$ cat src/rtl/i2c_cmd_seq.sv
// i2c_cmd_seq: command FIFO plus sequencer that hands one transaction at a
// time to a downstream I2C core and holds read results for a consumer.
// Optional watchdog on the core handshake, enabled by defining the macro
// I2C_SEQ_TIMEOUT_EN; without it timeout_err is tied low.
module i2c_cmd_seq #(
  parameter int DEPTH          = 4,
  parameter int TIMEOUT_CYCLES = 4096
) (
  input  logic                   clk,
  input  logic                   rst,
  input  logic                   cmd_valid,
  output logic                   cmd_ready,
  input  logic                   cmd_wr,
  input  logic [6:0]             cmd_addr,
  input  logic [7:0]             cmd_data,
  output logic                   newd,
  output logic                   wr,
  output logic [6:0]             addr,
  output logic [7:0]             din,
  input  logic                   done,
  input  logic [7:0]             datard,
  output logic                   rsp_valid,
  input  logic                   rsp_ready,
  output logic [7:0]             rsp_data,
  output logic [6:0]             rsp_addr,
  output logic                   busy,
  output logic [$clog2(DEPTH):0] level,
  output logic                   timeout_err
);

  localparam int AW = $clog2(DEPTH);
  localparam int LW = AW + 1;

  localparam logic [1:0] IDLE  = 2'd0;
  localparam logic [1:0] ISSUE = 2'd1;
  localparam logic [1:0] WAIT  = 2'd2;
  localparam logic [1:0] RESP  = 2'd3;

  // Reject configurations the pointer arithmetic cannot support.
  if (DEPTH < 2 || DEPTH > 16 || (DEPTH & (DEPTH - 1)) != 0) begin : g_bad_depth
    $error("i2c_cmd_seq: DEPTH must be a power of 2 in 2..16");
  end
  if (TIMEOUT_CYCLES < 2) begin : g_bad_timeout
    $error("i2c_cmd_seq: TIMEOUT_CYCLES must be at least 2");
  end

  // FIFO entry layout: {wr, addr[6:0], data[7:0]}
  logic [15:0]   mem_q [DEPTH];
  logic [AW-1:0] wr_ptr_q, wr_ptr_d;
  logic [AW-1:0] rd_ptr_q, rd_ptr_d;
  logic [LW-1:0] count_q, count_d;
  logic [1:0]    state_q, state_d;
  logic          wr_q, wr_d;
  logic [6:0]    addr_q, addr_d;
  logic [7:0]    din_q, din_d;
  logic          rsp_valid_q, rsp_valid_d;
  logic [7:0]    rsp_data_q, rsp_data_d;
  logic [6:0]    rsp_addr_q, rsp_addr_d;
  logic          push, pop, head_ok;
  logic [15:0]   head;

`ifdef I2C_SEQ_TIMEOUT_EN
  localparam int TW = $clog2(TIMEOUT_CYCLES);
  localparam logic [TW-1:0] TMO_LAST = TW'(TIMEOUT_CYCLES - 1);
  logic [TW-1:0] tmo_cnt_q, tmo_cnt_d;
  logic          tmo_err_q, tmo_err_d;
`endif

  assign cmd_ready = (count_q < LW'(DEPTH));
  assign push      = cmd_valid && cmd_ready;
  assign pop       = (state_q == ISSUE) && (count_q != '0);
  assign head      = mem_q[rd_ptr_q];
  // A read may only start when the previous read result has been taken.
  assign head_ok   = (count_q != '0) && (head[15] || !rsp_valid_q);

  // FIFO pointer and occupancy bookkeeping; the head leaves in the ISSUE cycle.
  always_comb begin
    wr_ptr_d = push ? wr_ptr_q + 1'b1 : wr_ptr_q;
    rd_ptr_d = pop  ? rd_ptr_q + 1'b1 : rd_ptr_q;
    count_d  = count_q;
    if (push && !pop) begin
      count_d = count_q + 1'b1;
    end else if (pop && !push) begin
      count_d = count_q - 1'b1;
    end
  end

  // FIFO storage; contents need no reset because occupancy gates every read.
  always_ff @(posedge clk) begin
    if (push) begin
      mem_q[wr_ptr_q] <= {cmd_wr, cmd_addr, cmd_data};
    end
  end

  // Sequencer: launch head command, wait for core, route read data to response.
  always_comb begin
    state_d    = state_q;
    wr_d       = wr_q;
    addr_d     = addr_q;
    din_d      = din_q;
    rsp_data_d = rsp_data_q;
    rsp_addr_d = rsp_addr_q;
`ifdef I2C_SEQ_TIMEOUT_EN
    tmo_err_d  = tmo_err_q;
    tmo_cnt_d  = '0;
`endif
    case (state_q)
      IDLE: begin
        if (head_ok) begin
          state_d = ISSUE;
          wr_d    = head[15];
          addr_d  = head[14:8];
          din_d   = head[7:0];
        end
      end
      ISSUE: state_d = WAIT;
      WAIT: begin
        if (done) begin
          if (wr_q) begin
            state_d = IDLE;
          end else begin
            state_d    = RESP;
            rsp_data_d = datard;
            rsp_addr_d = addr_q;
          end
        end
`ifdef I2C_SEQ_TIMEOUT_EN
        else if (tmo_cnt_q == TMO_LAST) begin
          state_d   = IDLE;
          tmo_err_d = 1'b1;
        end else begin
          tmo_cnt_d = tmo_cnt_q + 1'b1;
        end
`endif
      end
      RESP:    state_d = IDLE;
      default: state_d = IDLE;
    endcase
  end

  // Response holding register: set on leaving RESP, cleared by the consumer.
  always_comb begin
    rsp_valid_d = rsp_valid_q;
    if (state_q == RESP) begin
      rsp_valid_d = 1'b1;
    end else if (rsp_valid_q && rsp_ready) begin
      rsp_valid_d = 1'b0;
    end
  end

  // State registers with synchronous active-low reset.
  always_ff @(posedge clk) begin
    if (!rst) begin
      wr_ptr_q    <= '0;
      rd_ptr_q    <= '0;
      count_q     <= '0;
      state_q     <= IDLE;
      wr_q        <= 1'b0;
      addr_q      <= '0;
      din_q       <= '0;
      rsp_valid_q <= 1'b0;
      rsp_data_q  <= '0;
      rsp_addr_q  <= '0;
    end else begin
      wr_ptr_q    <= wr_ptr_d;
      rd_ptr_q    <= rd_ptr_d;
      count_q     <= count_d;
      state_q     <= state_d;
      wr_q        <= wr_d;
      addr_q      <= addr_d;
      din_q       <= din_d;
      rsp_valid_q <= rsp_valid_d;
      rsp_data_q  <= rsp_data_d;
      rsp_addr_q  <= rsp_addr_d;
    end
  end

`ifdef I2C_SEQ_TIMEOUT_EN
  // Watchdog counter and sticky error flag; only reset clears the flag.
  always_ff @(posedge clk) begin
    if (!rst) begin
      tmo_cnt_q <= '0;
      tmo_err_q <= 1'b0;
    end else begin
      tmo_cnt_q <= tmo_cnt_d;
      tmo_err_q <= tmo_err_d;
    end
  end
  assign timeout_err = tmo_err_q;
`else
  assign timeout_err = 1'b0;
`endif

  assign newd      = (state_q == ISSUE);
  assign busy      = (state_q != IDLE);
  assign wr        = wr_q;
  assign addr      = addr_q;
  assign din       = din_q;
  assign rsp_valid = rsp_valid_q;
  assign rsp_data  = rsp_data_q;
  assign rsp_addr  = rsp_addr_q;
  assign level     = count_q;

endmodule

$ cat config.mk
export PLATFORM = sky130hd
export DESIGN_NAME = i2c_cmd_seq
export DESIGN_NICKNAME = d
export VERILOG_FILES = /design/src/rtl/i2c_cmd_seq.sv
export SDC_FILE = /design/constraint.sdc
export NUM_CORES = 1
export LEC_CHECK = 0
export ABC_CLOCK_PERIOD_IN_PS = 2430
export BUFFER_PORTS_ARGS = -buffer_cell sky130_fd_sc_hd__buf_4
export CAP_MARGIN = 20
export CORE_MARGIN = 2
export CORE_UTILIZATION = 55
export CTS_CLUSTER_DIAMETER = 60
export DETAILED_ROUTE_END_ITERATION = 7
export PLACE_DENSITY = 0.84
export SKIP_LAST_GASP = 1
export SYNTH_ARGS = -nofsm -noshare
export SYNTH_HDL_FRONTEND = slang
export SYNTH_SLANG_ARGS = --single-unit
$ cat constraint.sdc
create_clock -name clk -period 2.43 [get_ports clk]
set_input_delay 0.1215 -clock clk [delete_from_list [all_inputs] [get_ports clk]]
set_output_delay 0.1215 -clock clk [all_outputs]
set_load 0.01 [all_outputs]
=== After elaboration in Yosys (flattened, before gate mapping) ===
Memory sizes are Yosys's and may differ from the RTL's. A register that Yosys moved wholly into a read port is not among the register bits.
Index checks and enable logic that the tools add are counted.

* Memories: 1
* Word-level logic and storage cells: 52
* Bits in writable memories: 64
* Register bits after elaboration: 41
* Bits of input ports: 29
* Output and inout bits: 39

* Muxes and demuxes: 12
* Magnitude comparators: 1
* Reductions and logical operators: 18
* $add $sub $neg: 4
* Equal/unequal tests: 5
* Bitwise logic cells: 1

{| class="wikitable"
|+ Memory list
! memory !! words !! width !! read ports !! clocked after Yosys merged registers in !! wr ports !! RTL line !! text
|-
| mem_q || 4 || 16 || 1 || 1 || 1 || 48 || <nowiki>logic [15:0] mem_q [DEPTH];</nowiki>
|}

{| class="wikitable"
|+ Operators by type and width
! cell !! number
|-
| two-way mux 2 bit || 5
|-
| one-hot mux 2 bit (4 select lines) || 1
|-
| logical AND 1 bit || 6
|-
| two-way mux 3 bit || 2
|-
| nonzero test 2 bit || 3
|-
| adder 2 x 1 -> 2 bit (second input constant) || 2
|-
| == test 2 bit (second input constant) || 2
|-
| two-way mux 1 bit || 4
|-
| != test 2 bit (second input constant) || 2
|-
| AND reduction 2 bit || 2
|-
| adder 3 x 1 -> 3 bit (second input constant) || 1
|-
| logical NOT 1 bit || 3
|-
| < comparator 3 bit (second input constant) || 1
|-
| AND reduction 3 bit || 1
|-
| nonzero test 3 bit || 1
|-
| subtractor 3 x 1 -> 3 bit (second input constant) || 1
|-
| == test 2 x 1 -> 1 bit (second input constant) || 1
|-
| logical NOT 2 bit || 1
|-
| logical OR 1 bit || 1
|-
| inverter 1 bit || 1
|}

=== Logic depth before layout (Yosys ltp) ===
* Depth in word-level cells: 6
* Gate-level depth with buffers: 8
* Gate-level depth less buffers: 8

=== Worst setup path before layout ===
OpenSTA, ideal clock, no wires.

* Path type: reg2reg
* Start point: register count_q[2], in the netlist level[2]
* End point: register count_q[2], in the netlist level[2]
* Cell stages (with the launch flop): 9
* Setup time: 0.070 ns
* Data required time: 2.360 ns
* Data arrival time: 2.067 ns
* Path buffers: 0
* Period minus slack after synthesis: 2.137 ns
* Slack: 0.293 ns
* Cells stage by stage: dfxtp_1 > or3_1 > nand2_1 > ha_1 > inv_1 > fa_1 > xor2_1 > or3_1 > a21oi_1

* Word-level cells in the longest chain between the ends: 5
* Elaborated cells on any way between the ends: 13
* Classes of those cells: add/sub (2); order compare (1); mux (2); reduce/logical (8)

{| class="wikitable"
|+ RTL lines
! element !! RTL line !! text
|-
| from (decl) || 51 || <nowiki>logic [LW-1:0] count_q, count_d;</nowiki>
|-
| from (signal assigned) || 167 || <nowiki>count_q <= count_d;</nowiki>
|-
| < comparator 3 bit / nonzero test 3 bit (equally long branches) || 69, 71 ||
|-
| logical AND 1 bit, on equally long branches || 70, 71 ||
|-
| logical NOT 1 bit, on equally long branches || 83, 81 ||
|-
| logical AND 1 bit, on equally long branches || 83, 81 ||
|-
| nonzero test 2 bit (no source line) / two-way mux 3 bit (equally long branches) || n/a ||
|}

Several ways; a longest one is shown, not always the timed one. The select of a mux whose other input is x is not followed.
A chain may end at the register's enable or synchronous reset.

=== Worst setup path in the final report ===
Ends and elaborated chain as after synthesis.

==> flow_summary.toml <==
[detailed_routing]
route.vias.total = 2435
drc_errors = 0
drtPass1Iterations = 4
drt_wl_total_mm = 7.53
ant_nets = 0
average_detailed_routed_wire_length_per_instance_microns = 15.7
vias_per_cell = 5.07
detailedRoute.firstIterationViolations = 171

[clocking]
tritoncts = "built"
cts_made_buffers = 9
clock-sinks = 107
ctsLongestPathBuffers = 2
clock_latency_ps = 360
cts.root.buffer_cell = "clkbuf_8"
postCtsSetupRepairBufs = 0
clkSlewWorstSetupHoldPaths_ps = 100
htree_num_levels = 3

[yosys]
synth_top_family_by_area = "multiplexers"
mappedNetlistArea_sq_um = 4080
synth.top_cell.area_share_pct = 47.1
netlist_instances = 288
yosysSeqAreaShare_pct = 68.2
synth.distinct_cells = 35
synth_nets = 323
ys.warnings.count = 0
synth_xor_area_share_pct = 1.07
synth-seq-cells = 107
async_reset_ff_share_pct = 0
post_synth_fa_ha_maj_area_fraction_pct = 2.03
netlist_top_cells_count = "edfxtp_1 (64), nand2_1 (63), dfxtp_1 (43)"
post_synth_mux_area_share_pct = 12.7
synth-simple-area-share_pct = 9.82
synth_compound_gate_area_share_pct = 3.22
synth_area_per_cell_sq_um = 14.2
yosysTopAreaCell = "edfxtp_1"
synth_edf_count = 64
synthTopCellsByArea = "edfxtp_1 (47%), dfxtp_1 (21%), mux4_2 (8.3%), nand2_1 (5.8%), mux2i_1 (4.2%)"
synth_most_common_cell = "edfxtp_1"
synth_ff_type = "edfxtp_1"

[global_routing]
global_routing_met1_resource_utilization_pct = 23.2
grt_antenna_before_repair = 0
grt.total_usage_pct = 19.0
vias_in_the_first_global_route = 2423
globalRoute.busiestLayer = "met2"
met2_resource_use_gr_pct = 33.7
total_congestion_overflow_after_global_routing = 0
grt_max_degree = 32
first_pass_grt_wire_length_mm = 12.0
met3_capacity_usage_during_global_routing_pct = 3.19

[worst_setup_path]
worstReg2RegStart = "level[2]"
cp_num_buf_inv = 1
crit_family = "simple AND/OR/NAND/NOR gates"
worst_r2r_endpoint = "level[2]"
worstPathCellList = "or3_1 > nand2_1 > ha_1 > inv_1 > fa_1 > xor2_1 > or3_1 > a21oi_1"
critPathKind = "reg -> reg"
worstPathArrival_ps = 2560
critical_path.slowest_cell = "or3_1"
most_frequent_cp_cell = "or3_1"
critical_path.startpoint_type = "flip-flop"
reg2reg_setup_slack_ps = 140
cp_data_required_time_ps = 2710
crit_path_max_fanout = 6
critical-path-max-stage-delay_ps = 450
timing.critical_path.to_type = "flip-flop"
r2r_cells = 8

[timing]
rsz0062_at_grt = "no"
clock_skew_ps = 7.44
worstMarginPinSlew_ps = 711
post_route_minimum_period_ps = 2290
tns_ps = 0
tcrit_tclk_final_pct = 94.1
final-max-slew-violation-count = 0
timing.final.setup_violations = 0
hold_viol_final = 0
fmaxAchievable_mhz = 437
slew_headroom_pct = 52.3

[power]
p_leak_nw = 1.97
pwr_density_nw_per_um2 = 1060
ir_worst_vdd_v = 0.000519

[floorplanning]
die_height_microns = 90.1
area_enclosed_by_the_die_boundary_sq_um = 8120
fp-row-count = 31
core-area_sq_um = 7210
floorplan.initialDensity_pct = 56.5
die_width_microns = 90.1
design.portCount = 68

[min_path]
min_path_cells = 3
min-delay-start = "datard[2]"
hold-path-endpoint = "rsp_data[2]"
holdCritPathClass = "in -> reg"

[cells_and_area]
post_route_cells_drive_above_1_share_pct = 28.9
syn_to_final_growth_pct = 25.9
finalCoreUtilization_pct = 71.2
nNetsFinal = 411
diodes = 0
layout.area.seq_sq_um = 2780
filler_cell_count = 475
multiInputGateArea_sq_um = 1180

[place]
port_buffers = 66
dp.final_hpwl_mm = 4.82
gp_routability_congestion = 0.754

[outcome]
run_status = "finished clean"

[run]
drv.max_cap_violation_count = 0
==> worst reg2reg max path, cell delays in order (launching register included) <==
cell and delay, ps:
dfxtp_1 360, or3_1 460, nand2_1 140, ha_1 190, inv_1 60, fa_1 390, xor2_1 160, or3_1 300
a21oi_1 140
==> per-stage QoR <==
step / std cells / hold slack, ps / setup WS (ps) / total power [mW] / cell area (sq um)
after global placement: 447 / 322 / 263 / 3.95 / 4680
after detailed placement: 447 / 327 / 167 / 4.02 / 4680
after CTS: 480 / 0.931 / 140 / 5.51 / 5130
after global routing: 480 / 9.00 / 33.7 / 5.72 / 5130
final: 480 / 6.82 / 143 / 5.46 / 5130
after floorplan: 288 / 220 / 293 / 3.50 / 4080
==> cells in the final DEF, fill, tap and decap left out, drive strengths merged, types with 2 or more instances in the layout <==
| master | instances |
|---|---|
| mux2i | 17 |
| dfxtp | 43 |
| nor2b | 2 |
| buf | 76 |
| nor2 | 10 |
| bufinv | 5 |
| o21ai | 2 |
| edfxtp | 64 |
| xor2 | 4 |
| a21oi | 19 |
| nand2b | 2 |
| clkbuf | 9 |
| and2 | 5 |
| clkinv | 2 |
| nand2 | 63 |
| inv | 5 |
| mux4 | 15 |
| ha | 5 |
| dlygate4sd3 | 17 |
| or3 | 2 |
| nor3b | 3 |
==> per-layer routing <==
layer,part of all wire [%],vias up
li1,-,1192
met1,42,1172
met2,52,64
met3,4.1,7
met4,1.4,0
met5,0,-
==> logic make-up after synthesis <==
family / count (synthesis)
xor+xnor: 5
mux: 33
other cells: 1
compound gates: 24
simple gates: 91
flops: 107
buf+inv: 21
fa+ha+maj: 6
==> area by class of cell <==
type,instances,share of cell area (%)
flip-flops and latches,107,54.2
repair buffers,93,14.4
clock buffers,9,2.41
clock inverters,7,3.17
multi-input cells,160,23.0
well taps,99,2.41
inverters,5,0.366
==> repair_timing <==
item                                    4_1_cts  5_1_grt
resized for setup                             0        0
endpoints found under the setup margin        0        0
endpoints found under the hold margin        65        0
hold buffers                                 17        0
==> sequential cells by signal, indices dropped and copies added (netlist names), named ones only <==
| signal | flops |
|---|---|
| rsp_data | 8 |
| din | 8 |
| rsp_addr | 7 |
| state_q | 2 |
| addr | 7 |
| wr_ptr_q | 2 |
| level | 3 |
| mem_q | 64 |
| rsp_valid | 1 |
| wr | 1 |
| rd_ptr_q | 2 |
==> where the power goes <==
part / switching, mW / total [mW] / internal, mW / leakage [nW]
registers: 0.193 / 2.44 / 2.25 / 0.937
logic: 0.754 / 1.56 / 0.804 / 0.897
clock network: 0.573 / 1.47 / 0.892 / 0.141
total: 1.52 / 5.46 / 3.94 / 1.97
==> worst max path at each step <==
stage	start	to	slack, ps	cells past startpoint
2_1_floorplan	level[2]	level[2]	290	8
3_3_place_gp	level[2]	level[2]	260	8
3_5_place_dp	level[2]	level[2]	170	8
4_1_cts	level[2]	level[2]	140	8
5_1_grt	level[2]	level[2]	30	8
6_report	level[2]	level[2]	140	8
Power figures use the tool's default switching activity.
